===== config.mk =====
export PLATFORM = sky130hd
export DESIGN_NAME = id_ex_hazard_reg
export DESIGN_NICKNAME = d
export VERILOG_FILES = /design/src/rtl/id_ex_hazard_reg.sv
export SDC_FILE = /design/constraint.sdc
export NUM_CORES = 1
export LEC_CHECK = 0
export CORE_AREA = 2 2 161 163
export DETAILED_ROUTE_END_ITERATION = 6
export DIE_AREA = 0 0 163 165
export PLACE_DENSITY = 0.77
export REMOVE_ABC_BUFFERS = 1
export SETUP_SLACK_MARGIN = 0.05
export SLEW_MARGIN = 40
export SYNTH_ARGS = -nofsm -noshare
export SYNTH_HDL_FRONTEND = slang
export SYNTH_SLANG_ARGS = --single-unit

===== constraint.sdc =====
create_clock -name clk -period 2.5 [get_ports clk]
set_input_delay 0.75 -clock clk [delete_from_list [all_inputs] [get_ports clk]]
set_output_delay 0.75 -clock clk [all_outputs]
set_load 0.01 [all_outputs]

===== src/rtl/id_ex_hazard_reg.sv =====
// ID/EX pipeline register with load-use hazard detection, bubble insertion,
// branch flush and EX busy hold. Optional statistics counters: HAZARD_STATS_EN.
module id_ex_hazard_reg #(
    parameter int unsigned XLEN = 32
) (
    input  logic            clk,
    input  logic            rst,
    input  logic            id_valid,
    input  logic [XLEN-1:0] id_pc,
    input  logic [4:0]      id_rs1,
    input  logic [4:0]      id_rs2,
    input  logic [4:0]      id_rd,
    input  logic            id_uses_rs1,
    input  logic            id_uses_rs2,
    input  logic [XLEN-1:0] id_rdata1,
    input  logic [XLEN-1:0] id_rdata2,
    input  logic [XLEN-1:0] id_imm,
    input  logic            id_regwrite,
    input  logic            id_memread,
    input  logic            id_memwrite,
    input  logic            id_memtoreg,
    input  logic            id_branch,
    input  logic            id_alusrc,
    input  logic [1:0]      id_aluop,
    input  logic [3:0]      id_funct,
    input  logic            ex_flush,
    input  logic            ex_busy,
    output logic            ID_EX_valid,
    output logic [XLEN-1:0] ID_EX_pc,
    output logic [4:0]      ID_EX_Rs1,
    output logic [4:0]      ID_EX_Rs2,
    output logic [4:0]      ID_EX_Rd,
    output logic [XLEN-1:0] ID_EX_rdata1,
    output logic [XLEN-1:0] ID_EX_rdata2,
    output logic [XLEN-1:0] ID_EX_imm,
    output logic            ID_EX_RegW,
    output logic            ID_EX_MemRead,
    output logic            ID_EX_MemWrite,
    output logic            ID_EX_MemToReg,
    output logic            ID_EX_Branch,
    output logic            ID_EX_ALUSrc,
    output logic [1:0]      ID_EX_ALUOp,
    output logic [3:0]      ID_EX_funct,
    output logic            stall_pc,
    output logic            stall_ifid,
    output logic [31:0]     bubble_count,
    output logic [31:0]     hold_count,
    output logic [31:0]     flush_count
);

    localparam int unsigned RW = 5;
    localparam int unsigned OW = 2;
    localparam int unsigned FW = 4;
    localparam int unsigned CW = 32;

    typedef struct packed {
        logic            valid;
        logic [XLEN-1:0] pc;
        logic [RW-1:0]   rs1;
        logic [RW-1:0]   rs2;
        logic [RW-1:0]   rd;
        logic [XLEN-1:0] rdata1;
        logic [XLEN-1:0] rdata2;
        logic [XLEN-1:0] imm;
        logic            regw;
        logic            memread;
        logic            memwrite;
        logic            memtoreg;
        logic            branch;
        logic            alusrc;
        logic [OW-1:0]   aluop;
        logic [FW-1:0]   funct;
    } idex_t;

    idex_t ex_q;
    idex_t ex_d;
    idex_t id_entry_c;

    logic load_use_c;
    logic stall_c;
    logic hold_c;
    logic bubble_c;

    // Entry as decoded in ID; an empty ID slot becomes an all-zero bubble.
    always_comb begin
        id_entry_c          = '0;
        if (id_valid) begin
            id_entry_c.valid    = 1'b1;
            id_entry_c.pc       = id_pc;
            id_entry_c.rs1      = id_rs1;
            id_entry_c.rs2      = id_rs2;
            id_entry_c.rd       = id_rd;
            id_entry_c.rdata1   = id_rdata1;
            id_entry_c.rdata2   = id_rdata2;
            id_entry_c.imm      = id_imm;
            id_entry_c.regw     = id_regwrite;
            id_entry_c.memread  = id_memread;
            id_entry_c.memwrite = id_memwrite;
            id_entry_c.memtoreg = id_memtoreg;
            id_entry_c.branch   = id_branch;
            id_entry_c.alusrc   = id_alusrc;
            id_entry_c.aluop    = id_aluop;
            id_entry_c.funct    = id_funct;
        end
    end

    // Load in EX whose destination is read by the instruction in ID; x0 never matches.
    assign load_use_c = ex_q.valid & ex_q.memread & (ex_q.rd != RW'(0)) & id_valid &
                        ((id_uses_rs1 & (id_rs1 == ex_q.rd)) |
                         (id_uses_rs2 & (id_rs2 == ex_q.rd)));

    assign hold_c   = ~ex_flush & ex_busy;
    assign bubble_c = ~ex_flush & ~ex_busy & load_use_c;
    assign stall_c  = ~rst & ~ex_flush & (ex_busy | load_use_c);

    assign stall_pc   = stall_c;
    assign stall_ifid = stall_c;

    // Next entry: flush and load-use insert a bubble, busy holds, else take ID.
    always_comb begin
        ex_d = id_entry_c;
        if (ex_flush) begin
            ex_d = '0;
        end else if (ex_busy) begin
            ex_d = ex_q;
        end else if (load_use_c) begin
            ex_d = '0;
        end
    end

    always_ff @(posedge clk) begin
        if (rst) begin
            ex_q <= '0;
        end else begin
            ex_q <= ex_d;
        end
    end

    assign ID_EX_valid    = ex_q.valid;
    assign ID_EX_pc       = ex_q.pc;
    assign ID_EX_Rs1      = ex_q.rs1;
    assign ID_EX_Rs2      = ex_q.rs2;
    assign ID_EX_Rd       = ex_q.rd;
    assign ID_EX_rdata1   = ex_q.rdata1;
    assign ID_EX_rdata2   = ex_q.rdata2;
    assign ID_EX_imm      = ex_q.imm;
    assign ID_EX_RegW     = ex_q.regw;
    assign ID_EX_MemRead  = ex_q.memread;
    assign ID_EX_MemWrite = ex_q.memwrite;
    assign ID_EX_MemToReg = ex_q.memtoreg;
    assign ID_EX_Branch   = ex_q.branch;
    assign ID_EX_ALUSrc   = ex_q.alusrc;
    assign ID_EX_ALUOp    = ex_q.aluop;
    assign ID_EX_funct    = ex_q.funct;

`ifdef HAZARD_STATS_EN
    logic [CW-1:0] bubble_cnt_q;
    logic [CW-1:0] hold_cnt_q;
    logic [CW-1:0] flush_cnt_q;
    logic [CW-1:0] bubble_cnt_d;
    logic [CW-1:0] hold_cnt_d;
    logic [CW-1:0] flush_cnt_d;

    // Saturating event counters.
    always_comb begin
        bubble_cnt_d = bubble_cnt_q;
        hold_cnt_d   = hold_cnt_q;
        flush_cnt_d  = flush_cnt_q;
        if (bubble_c && (bubble_cnt_q != '1)) begin
            bubble_cnt_d = bubble_cnt_q + CW'(1);
        end
        if (hold_c && (hold_cnt_q != '1)) begin
            hold_cnt_d = hold_cnt_q + CW'(1);
        end
        if (ex_flush && (flush_cnt_q != '1)) begin
            flush_cnt_d = flush_cnt_q + CW'(1);
        end
    end

    always_ff @(posedge clk) begin
        if (rst) begin
            bubble_cnt_q <= '0;
            hold_cnt_q   <= '0;
            flush_cnt_q  <= '0;
        end else begin
            bubble_cnt_q <= bubble_cnt_d;
            hold_cnt_q   <= hold_cnt_d;
            flush_cnt_q  <= flush_cnt_d;
        end
    end

    assign bubble_count = bubble_cnt_q;
    assign hold_count   = hold_cnt_q;
    assign flush_count  = flush_cnt_q;
`else
    assign bubble_count = CW'(0);
    assign hold_count   = CW'(0);
    assign flush_count  = CW'(0);
`endif

endmodule


==> impl_metrics.ini <==
[detailed_routing]
drt_iter0_markers = 670
wl_per_cell_um = 17.92
ant_nets = 0
vias = 8749
post-route-drc-count = 0
routed_wl_um = 29010
avgViaCountPerCell = 5.404
first_pass_iters = 4

[critical_path]
r2r-start = ID_EX_Rd[0]
critical-path-max-stage-delay_ps = 560
end_kind = output pin
path_cells = or4_4, o21ai_4, nor3_1, a21o_1, buf_2
cp_slowest_cell = or4_4
rr_worst_depth = 7
rrSetupSlack_ps = 180
crit_fanout = 2
rr_endpoint = ID_EX_Rs1[3]
crit_required_ps = 1750
critPathLaunch = ID_EX_Rd[2]
cp.arrival_ps = 1850
path_class = flip-flop to output pin
startpoint_type = flip-flop
endpoint = stall_ifid

[sta]
tns_ps = -201.7
slew_headroom = 0.4000
grt_setup_unrepaired = true
fin_crit_ps = 2601
setup_viol = 2
drv_slew = 0
fmax_mhz = 384.5
tightest_slew_ps = 899.9
holdWs_ps = 489.8
finClkSkew_ps = 13.09
hold_viol = 0
fin_crit_sh = 1.040
fin_ws_ps = -101.0

[pwr]
leakage_nw = 4.387
peakVddDrop_uv = 361.3
power_density_mw_per_mm2 = 484.5
power_mw = 6.491

[place]
pre_cts_ws_ps = -811.1
post-dp-hpwl_um = 18120
portBuffers = 319
gp_congestion = 0.7767
dp_cells = 1585

[logic_synthesis]
syn_area_mm2 = 0.009684
synth.avg_cell_area_um2 = 9.467
yosysUniqueCellTypes = 29
ys_warn_count = 0
yosysSeqAreaShare = 0.3225
ys_ff_latch = 156
netlist_instances = 1023

[floorplan]
dieArea_mm2 = 0.02690
coreArea_mm2 = 0.02504
start_util = 0.3868
die_w_um = 163
rows = 58
die_h_um = 165
num_io_pins = 416

[clock_tree]
cts_hold_buf = 0
tritoncts = done
numClockSinks = 156
numCtsBuffers = 17
htreeDepth = 4
cts_max_path_buffers = 2
cts_root_buf = clkbuf_16
insertion_delay_ps = 420
clk_pin_slew_ps = 70

[global_routing]
grt_max_degree = 195
grt_pass1_vias = 8280
grt.overflow.total = 0
grt_pass1_wl_um = 44480
grt_usage = 0.2055
grt_antenna_before_repair = 0

[layout]
area_growth_pct = 38.35
antenna_cells = 0
drive_above_1_share = 0.2017
finalNetCount = 1438
finalNonFillerCells = 1619

[run]
cap_violations = 0

[status]
violations = setup timing
status = complete, but fails checks

[min_path]
hp-class = flip-flop to flip-flop
==> metrics by stage <==
stage          utilization  instance area, um2
2_1_floorplan            -                8706
3_3_place_gp        0.5082               12720
3_5_place_dp        0.5082               12720
4_1_cts             0.5351               13400
5_1_grt             0.5351               13400
6_report            0.5351               13400
==> critical path, delay by kind of cell, from the launching register on <==
kind                   cells  cell delay [ps]
AND/OR/NAND/NOR            2              610
AO/OA/AOI/OAI              2              350
flip-flops                 1              310
buffers and inverters      1              150
==> metal layers <==
| metal | global-route usage | routed length [um] |
|---|---|---|
| met5 | 0 | 0 |
| met4 | 0.08970 | 954 |
| met3 | 0.05249 | 2048 |
| met2 | 0.3419 | 13960 |
| met1 | 0.2515 | 12040 |
==> cell families (layout without fill, tap and decap cells) <==
family	after synthesis	after routing	synth area share
simple gates	322	322	0.2477
compound gates	315	315	0.2826
buf+inv	219	390	0.1379
flops	156	156	0.3225
xor+xnor	10	10	0.009044
other cells	1	96	0.0003872
==> sequential cells by signal, summed over array words and instances (netlist names) <==
name	cells
ID_EX_funct	4
ID_EX_rdata2	32
ID_EX_RegW	1
ID_EX_MemToReg	1
ID_EX_Branch	1
ID_EX_ALUSrc	1
ID_EX_ALUOp	2
ID_EX_rdata1	32
ID_EX_Rd	5
ID_EX_imm	32
ID_EX_Rs2	5
ID_EX_Rs1	5
ID_EX_MemWrite	1
ID_EX_pc	32
ID_EX_MemRead	1
ID_EX_valid	1
==> cell type report <==
type                    instances  area (um2)
flip-flops and latches        156        3123
well taps                     330       412.9
multi-input cells             743        5634
clock buffers                  19       442.9
repair buffers                358        3628
clock inverters                13       156.4
fillers                      2277       11640
==> placed cells by master, fill, tap and decap left out, types with 3 or more instances in the layout <==
master,instances
dfxtp_1,156
inv_6,3
a22oi_1,74
o21ai_2,91
o21ai_0,26
clkbuf_16,17
a22oi_2,82
conb_1,96
xnor2_1,7
clkinv_4,4
clkdlybuf4s15_1,5
clkdlybuf4s15_2,3
xnor2_2,3
o21ai_1,38
nor3b_1,155
buf_12,7
dlygate4sd2_1,4
buf_4,29
clkdlybuf4s50_1,304
nand3b_1,155
==> synthesized netlist by cell type <==
library cell	instances	area share
a21o_1	1	0.00078
a22oi_1	74	0.057
a22oi_2	82	0.11
and2_1	2	0.0013
and3_1	1	0.00065
buf_1	11	0.0043
buf_2	11	0.0057
buf_4	97	0.075
buf_6	13	0.015
buf_8	2	0.0031
clkbuf_1	73	0.028
clkbuf_2	12	0.0062
conb_1	1	0.00039
dfxtp_1	156	0.32
nand2_1	2	0.00078
nand3b_1	155	0.12
nand4_1	2	0.0013
nor2_1	2	0.00078
nor3_1	1	0.00052
nor3b_1	155	0.12
o21ai_0	26	0.013
o21ai_1	38	0.020
o21ai_2	91	0.082
o21ai_4	1	0.0017
o22ai_1	1	0.00065
o31ai_1	1	0.00078
or3b_1	1	0.00090
or4_4	1	0.0012
xnor2_1	10	0.0090
==> worst min path at each step <==
| stage | from | endpoint | slack (ps) | cells past startpoint |
|---|---|---|---|---|
| floorplan | ID_EX_ALUOp[1] | ID_EX_ALUOp[1] | 540 | 2 |
| global placement | ID_EX_rdata1[3] | ID_EX_rdata1[3] | 470 | 2 |
| detailed placement | ID_EX_imm[24] | ID_EX_imm[24] | 480 | 2 |
| CTS | ID_EX_imm[24] | ID_EX_imm[24] | 490 | 2 |
| global route | ID_EX_ALUOp[0] | ID_EX_ALUOp[0] | 510 | 2 |
| finish | ID_EX_imm[1] | ID_EX_imm[1] | 490 | 2 |
==> power by group <==
part           total [mW]  switching, mW  internal [mW]
clock                2.70           1.17           1.53
sequential           2.65         0.0628           2.59
combinational        1.15          0.540          0.606
total                6.49           1.77           4.72
==> timing repair <==
action,in CTS,in global routing
setup endpoints to repair,116,119
pin swaps,15,4
resized for setup,38,0
buffers inserted,1,0
gates cloned,1,0
(Power assumes the default switching activity.)
